`src/rtl/key_cond_pkg.sv`:
```
// Shared types and width helpers for the push-button conditioner.
package key_cond_pkg;

    typedef enum logic [2:0] {
        REL,
        PRESS_CHK,
        HELD,
        LONG_HELD,
        REL_CHK
    } key_state_e;

    // Counter width able to hold 0..n-1, never narrower than one bit.
    function automatic int unsigned cnt_width(input int unsigned n);
        return (n < 2) ? 1 : $clog2(n);
    endfunction

endpackage

```
`src/rtl/key_channel.sv`:
```
// One push-button channel: two-flop synchroniser, debounce FSM and hold timer.
module key_channel
    import key_cond_pkg::*;
#(
    parameter int unsigned DEBOUNCE_CYCLES = 120000,
    parameter int unsigned LONG_CYCLES     = 12000000,
    parameter bit          ACTIVE_LOW      = 1'b1
) (
    input  logic i_clk,
    input  logic i_rst,
    input  logic i_key_raw,
    output logic o_level,
    output logic o_press,
    output logic o_release,
    output logic o_long
);

    localparam int unsigned DB_W   = cnt_width(DEBOUNCE_CYCLES);
    localparam int unsigned HOLD_W = cnt_width(LONG_CYCLES);

    localparam logic [DB_W-1:0]   DB_LAST   = DB_W'(DEBOUNCE_CYCLES - 1);
    localparam logic [HOLD_W-1:0] HOLD_LAST = HOLD_W'(LONG_CYCLES - 1);

    logic [1:0]        sync_q;
    logic              sample;
    key_state_e        state_q;
    logic [DB_W-1:0]   db_cnt_q;
    logic [HOLD_W-1:0] hold_cnt_q;
    logic              was_long_q;

    assign sample = sync_q[1] ^ ACTIVE_LOW;

    always_ff @(posedge i_clk) begin
        if (i_rst) begin
            sync_q     <= {2{ACTIVE_LOW}};
            state_q    <= REL;
            db_cnt_q   <= '0;
            hold_cnt_q <= '0;
            was_long_q <= 1'b0;
            o_level    <= 1'b0;
            o_press    <= 1'b0;
            o_release  <= 1'b0;
            o_long     <= 1'b0;
        end else begin
            sync_q    <= {sync_q[0], i_key_raw};
            o_press   <= 1'b0;
            o_release <= 1'b0;
            o_long    <= 1'b0;

            unique case (state_q)
                REL: begin
                    if (sample) begin
                        state_q  <= PRESS_CHK;
                        db_cnt_q <= '0;
                    end
                end
                PRESS_CHK: begin
                    if (!sample) begin
                        state_q  <= REL;
                        db_cnt_q <= '0;
                    end else if (db_cnt_q == DB_LAST) begin
                        state_q    <= HELD;
                        db_cnt_q   <= '0;
                        hold_cnt_q <= '0;
                        o_level    <= 1'b1;
                        o_press    <= 1'b1;
                    end else begin
                        db_cnt_q <= db_cnt_q + DB_W'(1);
                    end
                end
                HELD: begin
                    if (!sample) begin
                        state_q    <= REL_CHK;
                        db_cnt_q   <= '0;
                        was_long_q <= 1'b0;
                    end else if (hold_cnt_q == HOLD_LAST) begin
                        state_q <= LONG_HELD;
                        o_long  <= 1'b1;
                    end else begin
                        hold_cnt_q <= hold_cnt_q + HOLD_W'(1);
                    end
                end
                LONG_HELD: begin
                    // hold_cnt_q stays at HOLD_LAST so the long pulse cannot repeat.
                    if (!sample) begin
                        state_q    <= REL_CHK;
                        db_cnt_q   <= '0;
                        was_long_q <= 1'b1;
                    end
                end
                REL_CHK: begin
                    if (sample) begin
                        state_q  <= was_long_q ? LONG_HELD : HELD;
                        db_cnt_q <= '0;
                    end else if (db_cnt_q == DB_LAST) begin
                        state_q    <= REL;
                        db_cnt_q   <= '0;
                        hold_cnt_q <= '0;
                        o_level    <= 1'b0;
                        o_release  <= 1'b1;
                    end else begin
                        db_cnt_q <= db_cnt_q + DB_W'(1);
                    end
                end
                default: begin
                    state_q  <= REL;
                    db_cnt_q <= '0;
                end
            endcase
        end
    end

endmodule

```
`src/rtl/key_conditioner.sv`:
```
// Conditions the start/pause/stop buttons into clean levels and single-cycle pulses.
module key_conditioner
    import key_cond_pkg::*;
#(
    parameter int unsigned NUM_KEYS        = 3,
    parameter int unsigned DEBOUNCE_CYCLES = 120000,
    parameter int unsigned LONG_CYCLES     = 12000000,
    parameter bit          ACTIVE_LOW      = 1'b1
) (
    input  logic                i_clk,
    input  logic                i_rst,
    input  logic [NUM_KEYS-1:0] i_key_raw,
    output logic [NUM_KEYS-1:0] o_level,
    output logic [NUM_KEYS-1:0] o_press,
    output logic [NUM_KEYS-1:0] o_release,
    output logic [NUM_KEYS-1:0] o_long,
    output logic                o_any_press
);

    for (genvar g = 0; g < NUM_KEYS; g++) begin : g_key
        key_channel #(
            .DEBOUNCE_CYCLES(DEBOUNCE_CYCLES),
            .LONG_CYCLES    (LONG_CYCLES),
            .ACTIVE_LOW     (ACTIVE_LOW)
        ) u_key_channel (
            .i_clk    (i_clk),
            .i_rst    (i_rst),
            .i_key_raw(i_key_raw[g]),
            .o_level  (o_level[g]),
            .o_press  (o_press[g]),
            .o_release(o_release[g]),
            .o_long   (o_long[g])
        );
    end

    assign o_any_press = |o_press;

endmodule

```
`config.mk`:
```
export PLATFORM = sky130hd
export DESIGN_NAME = key_conditioner
export DESIGN_NICKNAME = d
export VERILOG_FILES = /design/src/rtl/key_cond_pkg.sv /design/src/rtl/key_channel.sv /design/src/rtl/key_conditioner.sv
export SDC_FILE = /design/constraint.sdc
export NUM_CORES = 1
export LEC_CHECK = 0
export BUFFER_PORTS_ARGS = -buffer_cell sky130_fd_sc_hd__clkbuf_2
export CAP_MARGIN = 20
export CORE_ASPECT_RATIO = 2
export CORE_MARGIN = 2
export CORE_UTILIZATION = 45
export CTS_CLUSTER_DIAMETER = 200
export DETAILED_ROUTE_END_ITERATION = 10
export PLACE_DENSITY = 0.64
export SLEW_MARGIN = 30
export SYNTH_ARGS = -nofsm -noshare
export SYNTH_HDL_FRONTEND = slang
export SYNTH_SLANG_ARGS = --single-unit
export TNS_END_PERCENT = 5
```
`constraint.sdc`:
```
create_clock -name i_clk -period 5 [get_ports i_clk]
set_clock_uncertainty 0.2 [all_clocks]
set_input_delay 1 -clock i_clk [delete_from_list [all_inputs] [get_ports i_clk]]
set_output_delay 1 -clock i_clk [all_outputs]
set_load 0.01 [all_outputs]
```
==> flow_summary_export.csv, run 1 <==
group,metric,value,unit
floorplan,core,0.0183,sq mm
min_path,min_to,"g_key[1].u_key_channel.sync_q[1]$_SDFF_PP1_",
cts,ctsResizeCount,0,
synthesis,synth_flop_cell,"dfxtp_1",
timing,period_needed,3.21,ns
floorplan,die_h,197,microns
synthesis,yosys_register_bits,153,
cts,tritoncts,"built",
route,wirelength,22500,microns
power,pwr-share-clk,50.6,%
route,drtIter0Drc,431,
cts,ctsHoldBuffers,0,
power,cellPowerDensity,302,mW/mm^2
synthesis,ys_warn_count,0,
route,antenna_left,0,
critical_path,cp_max_fo,21,
synthesis,synth.most_common_cell,"dfxtp_1",
grt,grt_max_degree,56,
cts,clockBufferDepth,2,
synthesis,synth.avg_cell_area,8.13,sq um
timing,slew_violations,0,
timing,hold_ws,0.211,ns
synthesis,synth_cells,1032,
power,combinationalPowerShare,4.2,%
route,route.detailed.drc,0,
synthesis,async_flop_share,0,%
final_layout,diodes,0,
cts,cts.sinks,153,
floorplan,ios,18,
synthesis,yosys.area.top_type,"dfxtp_1",
timing,tns,0,ns
final_layout,fin_nets,1018,
floorplan,die_w,101,microns
cts,clk_pin_slew_worst_paths,0.07,ns
timing,fin_crit_sh,64.1,%
cts,cts_buffers,17,
grt,grt_pass1_vias,7753,
job,maxCapViolCount,0,
final_layout,syn_to_final_growth,8.64,%
critical_path,rr_startpoint,"g_key[2].u_key_channel.hold_cnt_q[0]$_SDFFE_PP0P_",
power,vdd_drop_max,202,uV
floorplan,core.rowCount,70,
critical_path,arrival,3.33,ns
critical_path,r2r-end,"g_key[2].u_key_channel.hold_cnt_q[20]$_SDFFE_PP0P_",
power,intPower,2.11,mW
critical_path,worstPathRequired,5.12,ns
critical_path,crit_type,"primary input to register",
critical_path,rrSetupSlack,2.15,ns
route,num_vias,7902,
cts,clk_latency,0.43,ns
critical_path,startpoint_type,"primary input",
synthesis,synth.distinct_cells,80,
outcome,status,"finished, final reports clean",
synthesis,synth_fp_nets,1043,
min_path,min_from,"g_key[1].u_key_channel.sync_q[0]$_SDFF_PP1_",
timing,max-slew-margin-rel,41.5,%
power,sw_frac_of_total,23.1,%
floorplan,initial_core_util,45.8,%
power,p_seq_share,45.3,%
grt,overflow,0,
floorplan,die_area,0.0198,sq mm
synthesis,synth_top_area_share,36.5,%
place,dp_hpwl,15900,microns
cts,htree_num_levels,4,
route,drtPass1Iterations,5,
timing,setup_viol,0,
cts,cts_setup_buffers,0,
place,io_buffers,17,
min_path,hold_class,"register to register",
grt,grt.total_usage,23.2,%
timing,hold_violations,0,
route,wl_per_cell,18.2,microns
timing,fmax,312,MHz
cts,clock-root-buffer,"clkbuf_16",
synthesis,synth_edf_count,0,
power,p_leak,2.87,nW
power,power_switching,636,uW
place,gp_congestion,0.851,
route,viasPerCell,6.39,
critical_path,endpoint_kind,"register",
synthesis,ys_top_cells_by_count,"dfxtp_1 (153), nand2_1 (102), nor2_1 (91), nand3_1 (60), clkbuf_1 (42)",
critical_path,r2r_cells,6,
synthesis,yosysSeqAreaShare,36.5,%
synthesis,syn-cell-area,0.00839,sq mm
synthesis,yosys-top-cells-area,"dfxtp_1 (37%), nand2_1 (4.6%), nor2_1 (4.1%)",
grt,grt_pass1_wl,37200,microns
min_path,whs_path_depth,1,
timing,tightest_slew,0.869,ns
grt,antenna_found_initial,0,
timing,rsz0062_at_grt,"no",
final_layout,final_layout_size_suffix_gt1_share,8.92,%
[per-stage QoR]
stage	utilization, %	setup slack [ns]	total power [mW]	cells	instance area [sq um]
final	49.8	1.79	2.75	1236	9110
after global routing	49.8	1.64	2.84	1236	9110
after CTS	49.8	1.83	2.77	1236	9110
after detailed placement	46.3	1.39	1.39	1204	8480
after global placement	46.3	1.46	1.39	1204	8480
after floorplan	-	2.26	1.35	1032	8390
[state kept, by name, indices dropped and copies added (netlist names)]
| name | count |
|---|---|
| g_key.u_key_channel.hold_cnt_q | 72 |
| g_key.u_key_channel.db_cnt_q | 51 |
| g_key.u_key_channel.state_q | 9 |
| g_key.u_key_channel.sync_q | 6 |
| g_key.u_key_channel.o_level | 3 |
| g_key.u_key_channel.o_long | 3 |
| g_key.u_key_channel.o_press | 3 |
| g_key.u_key_channel.o_release | 3 |
| g_key.u_key_channel.was_long_q | 3 |
[critical path, stage by stage]
cell and delay (ns):
clkbuf_2 0.30, or4b_2 0.95, nor2_1 0.29, nand2b_1 0.37, o41ai_1 0.40
[power by group through the flow]
| stage | sequential (mW) | combinational [mW] | clock [mW] |
|---|---|---|---|
| final | 1.25 | 0.115 | 1.39 |
| after global routing | 1.25 | 0.126 | 1.47 |
| after CTS | 1.24 | 0.115 | 1.41 |
| after detailed placement | 1.27 | 0.114 | 0 |
| after global placement | 1.27 | 0.115 | 0 |
| after floorplan | 1.26 | 0.0927 | 0 |
[layer usage]
layer  vias to the layer above  wire length (microns)  GRT usage [%]
met5                         -                      0              0
met4                         0                    862           12.4
met3                        65                    708           3.36
met2                       207                  12200           44.1
met1                      3773                   8700           23.6
li1                       3857                      -              -
[worst max-delay path by stage]
stage          startpoint                                                  to  cells past startpoint
5_1_grt             i_rst  g_key[2].u_key_channel.hold_cnt_q[11]$_SDFFE_PP0P_                      5
4_1_cts             i_rst  g_key[2].u_key_channel.hold_cnt_q[11]$_SDFFE_PP0P_                      5
3_5_place_dp        i_rst  g_key[2].u_key_channel.hold_cnt_q[11]$_SDFFE_PP0P_                      5
3_3_place_gp        i_rst  g_key[2].u_key_channel.hold_cnt_q[15]$_SDFFE_PP0P_                      5
2_1_floorplan       i_rst  g_key[2].u_key_channel.hold_cnt_q[14]$_SDFFE_PP0P_                      6
6_report            i_rst  g_key[2].u_key_channel.hold_cnt_q[15]$_SDFFE_PP0P_                      5
[layout make-up]
type / instances / area [sq um]
Clock inverter: 14 / 195
Sequential cell: 153 / 3060
Inverter: 23 / 86.3
Fill cell: 1774 / 9190
Multi-Input combinational cell: 787 / 4910
Clock buffer: 18 / 439
Timing Repair Buffer: 25 / 145
Tap cell: 216 / 270
[cells by family after synthesis]
logic type               synth area share [%]
AO/OA/AOI/OAI                            19.7
XOR/XNOR                                 3.86
adder cells (fa/ha/maj)                 0.895
buffers and inverters                    4.91
flip-flops                               36.5
multiplexers                             1.07
AND/OR/NAND/NOR                          33.0
[layout by cell type (no fill, tap or decap), types with 10 or more instances in the layout]
cell	n
and4_1	18
a311oi_1	10
a31oi_1	37
clkbuf_16	17
o21ai_0	34
nand2_1	102
o31ai_1	27
nand4_1	39
inv_1	23
xor2_1	13
and3_1	19
dfxtp_1	153
clkbuf_2	17
nor4_1	26
nor3_1	33
a21oi_1	35
nand3_1	60
xnor2_1	24
or4_1	11
nor2_1	91
No activity file was read; power rests on OpenSTA's default activity.
==> run 2, diff against run 1 <==
- ABC_AREA: unset -> 1
- PLACE_DENSITY: 0.64 -> 0.67
- clock period: 5 -> 2.9 ns (I/O delays scaled with it)
==> run 2 against run 1 <==
Register-to-register slack worse by 1.8 ns; global-route usage is 0.27 points higher; sequential cell count stayed put; clock-buffer cell count stayed put; die area is 11% higher; first-iteration DRC count is 2.3% lower; via count is 22% higher; synthesized cell count is 47% higher; final area is 12% higher; sequential share of layout area is 3.6 points lower; routed wire length is 12% higher.
==> flow_summary_export.csv, run 2 <==
group,metric,value,unit
outcome,status,"finished, final reports clean",
final_layout,layoutNonFillerInstCount,1799,
cts,cts_setup_buffers,0,
floorplan,die_w,106,microns
grt,grt.total_usage,23.5,%
place,placed_area,0.00958,sq mm
synthesis,yosys_register_bits,153,
timing,fin_crit_sh,86.3,%
cts,ctsResizeCount,0,
timing,hold_violations,0,
cts,clockBufferDepth,2,
final_layout,syn_to_final_growth,9.59,%
cts,tritoncts,"built",
route,viasPerCell,5.36,
timing,rsz0062_at_grt,"no",
route,wirelength,25200,microns
critical_path,endpoint_kind,"register",
min_path,min_from,"i_key_raw[1]",
synthesis,synth_top_area_share,32.9,%
floorplan,ios,18,
grt,grt_max_degree,32,
grt,grt_pass1_wl,41500,microns
cts,ctsHoldBuffers,0,
timing,fmax,400,MHz
synthesis,synth.most_common_cell,"nand2_1",
place,io_buffers,17,
min_path,min_to,"g_key[1].u_key_channel.sync_q[0]$_SDFF_PP1_",
route,num_vias,9634,
critical_path,rrSetupSlack,0.40,ns
synthesis,synth_fp_nets,1526,
critical_path,arrival,2.65,ns
power,p_leak,4.14,nW
floorplan,die_h,207,microns
grt,antenna_found_initial,0,
final_layout,top_regs,"g_key.u_key_channel.hold_cnt_q: 72 flops, g_key.u_key_channel.db_cnt_q: 51 flops, g_key.u_key_channel.state_q: 9 flops",
final_layout,nFillCells,2181,
place,placed_cells,1767,
timing,tightest_slew,0.627,ns
min_path,whs_path_depth,2,
critical_path,r2r_cells,10,
cts,cts.sinks,153,
power,vdd_drop_max,480,uV
floorplan,initial_core_util,45.7,%
timing,period_needed,2.50,ns
critical_path,worstPathRequired,3.05,ns
synthesis,synth.avg_cell_area,6.14,sq um
place,dp_hpwl,19100,microns
cts,clock-root-buffer,"clkbuf_16",
job,maxCapViolCount,0,
cts,cts_buffers,17,
cts,clk_pin_slew_worst_paths,0.07,ns
power,cellPowerDensity,644,mW/mm^2
synthesis,ys_top_cells_by_count,"nand2_1 (394), nor2_1 (270), inv_1 (178), dfxtp_1 (153), nand3_1 (116)",
route,wl_per_cell,14.0,microns
timing,max-slew-margin-rel,57.9,%
final_layout,final_cell_mix,"nand2_1 (394), nor2_1 (270), inv_1 (178)",
min_path,hold_class,"primary input to register",
route,drtPass1Iterations,5,
final_layout,fin_util,50.1,%
synthesis,ys_warn_count,0,
route,route.detailed.drc,0,
final_layout,final_layout_size_suffix_gt1_share,7.96,%
floorplan,core.rowCount,74,
cts,clk_latency,0.45,ns
final_layout,largest_reg_flops,72,
final_layout,diodes,0,
critical_path,startpoint_type,"register",
final_layout,layout_commonest_cell,"nand2_1",
critical_path,r2r-end,"g_key[2].u_key_channel.hold_cnt_q[23]$_SDFFE_PP0P_",
synthesis,synth_edf_count,0,
synthesis,yosys-top-cells-area,"dfxtp_1 (33%), nand2_1 (16%), nor2_1 (11%)",
critical_path,rr_startpoint,"g_key[2].u_key_channel.hold_cnt_q[0]$_SDFFE_PP0P_",
synthesis,synth_cells,1515,
final_layout,top_register,"g_key.u_key_channel.hold_cnt_q",
cts,htree_num_levels,4,
timing,slew_violations,0,
final_layout,stdcell_area,0.0102,sq mm
route,drtIter0Drc,421,
synthesis,async_flop_share,0,%
grt,grt_pass1_vias,9343,
synthesis,syn-cell-area,0.00930,sq mm
final_layout,fin_nets,1531,
synthesis,yosysSeqAreaShare,32.9,%
floorplan,core,0.0204,sq mm
place,gp_congestion,0.897,
floorplan,die_area,0.0219,sq mm
timing,setup_viol,0,
critical_path,crit_type,"register to register",
synthesis,synth.distinct_cells,47,
grt,overflow,0,
synthesis,yosys.area.top_type,"dfxtp_1",
critical_path,cp_max_fo,24,
timing,tns,0,ns
synthesis,synth_flop_cell,"dfxtp_1",
route,antenna_left,0,
[run 2: report_power, final]
| part | switching, mW | internal (mW) |
|---|---|---|
| combinational | 1.34 | 0.508 |
| sequential | 0.155 | 2.23 |
| clock | 0.953 | 1.38 |
| total | 2.45 | 4.12 |
[run 2: worst max-delay path: stages (launching register included)]
cell     delay (ns)
dfxtp_1        0.37
ha_1           0.28
nand3_1        0.13
nor2_1         0.20
nand3_1        0.10
nand2_1        0.10
nand2_2        0.25
nand2_2        0.48
inv_2          0.13
nor2_1         0.11
nor2_1         0.05
[run 2: how the worst max path moves through the flow]
stage | start | endpoint | cells past startpoint
after floorplan | g_key[1].u_key_channel.db_cnt_q[0]$_SDFFE_PP0P_ | g_key[1].u_key_channel.hold_cnt_q[23]$_SDFFE_PP0P_ | 11
after global placement | g_key[1].u_key_channel.db_cnt_q[0]$_SDFFE_PP0P_ | g_key[1].u_key_channel.hold_cnt_q[7]$_SDFFE_PP0P_ | 10
after detailed placement | g_key[2].u_key_channel.hold_cnt_q[0]$_SDFFE_PP0P_ | g_key[2].u_key_channel.hold_cnt_q[23]$_SDFFE_PP0P_ | 10
after CTS | g_key[2].u_key_channel.hold_cnt_q[0]$_SDFFE_PP0P_ | g_key[2].u_key_channel.hold_cnt_q[23]$_SDFFE_PP0P_ | 10
after global routing | g_key[2].u_key_channel.hold_cnt_q[0]$_SDFFE_PP0P_ | g_key[2].u_key_channel.hold_cnt_q[23]$_SDFFE_PP0P_ | 10
final | g_key[2].u_key_channel.hold_cnt_q[0]$_SDFFE_PP0P_ | g_key[2].u_key_channel.hold_cnt_q[23]$_SDFFE_PP0P_ | 10
[run 2: kinds of logic (layout without fill, tap and decap cells)]
| kind of cell | after synthesis | in the layout | share of synthesized area [%] |
|---|---|---|---|
| fa+ha+maj | 6 | 6 | 0.807 |
| flops | 153 | 153 | 32.9 |
| buf+inv | 239 | 257 | 10.6 |
| xor+xnor | 22 | 22 | 2.07 |
| compound gates | 152 | 152 | 8.81 |
| simple gates | 943 | 943 | 44.8 |
[run 2: stage by stage]
step	power [mW]	setup slack [ns]	hold WS [ns]
after floorplan	3.80	0.991	0.189
after global placement	4.24	0.475	0.204
after detailed placement	4.26	0.422	0.198
after CTS	6.61	0.404	0.0997
after global routing	6.92	0.0958	0.109
final	6.56	0.399	0.121
[run 2: layer usage]
metal / track usage, % / vias up / wire length, microns / share of wire [%]
li1: - / 4873 / - / -
met1: 20.7 / 4416 / 8900 / 35
met2: 46.4 / 238 / 14200 / 56
met3: 4.36 / 107 / 763 / 3.0
met4: 15.2 / 0 / 1370 / 5.4
met5: 0 / - / 0 / 0
[run 2: area by class of cell]
type	instances	area [sq um]	area share [%]
timing repair buffer	32	210	2.06
clock inverter	14	174	1.71
multi-input combinational	1123	5250	51.5
tap	266	333	3.26
sequential	153	3060	30.0
clock buffer	18	439	4.31
inverter	193	724	7.11
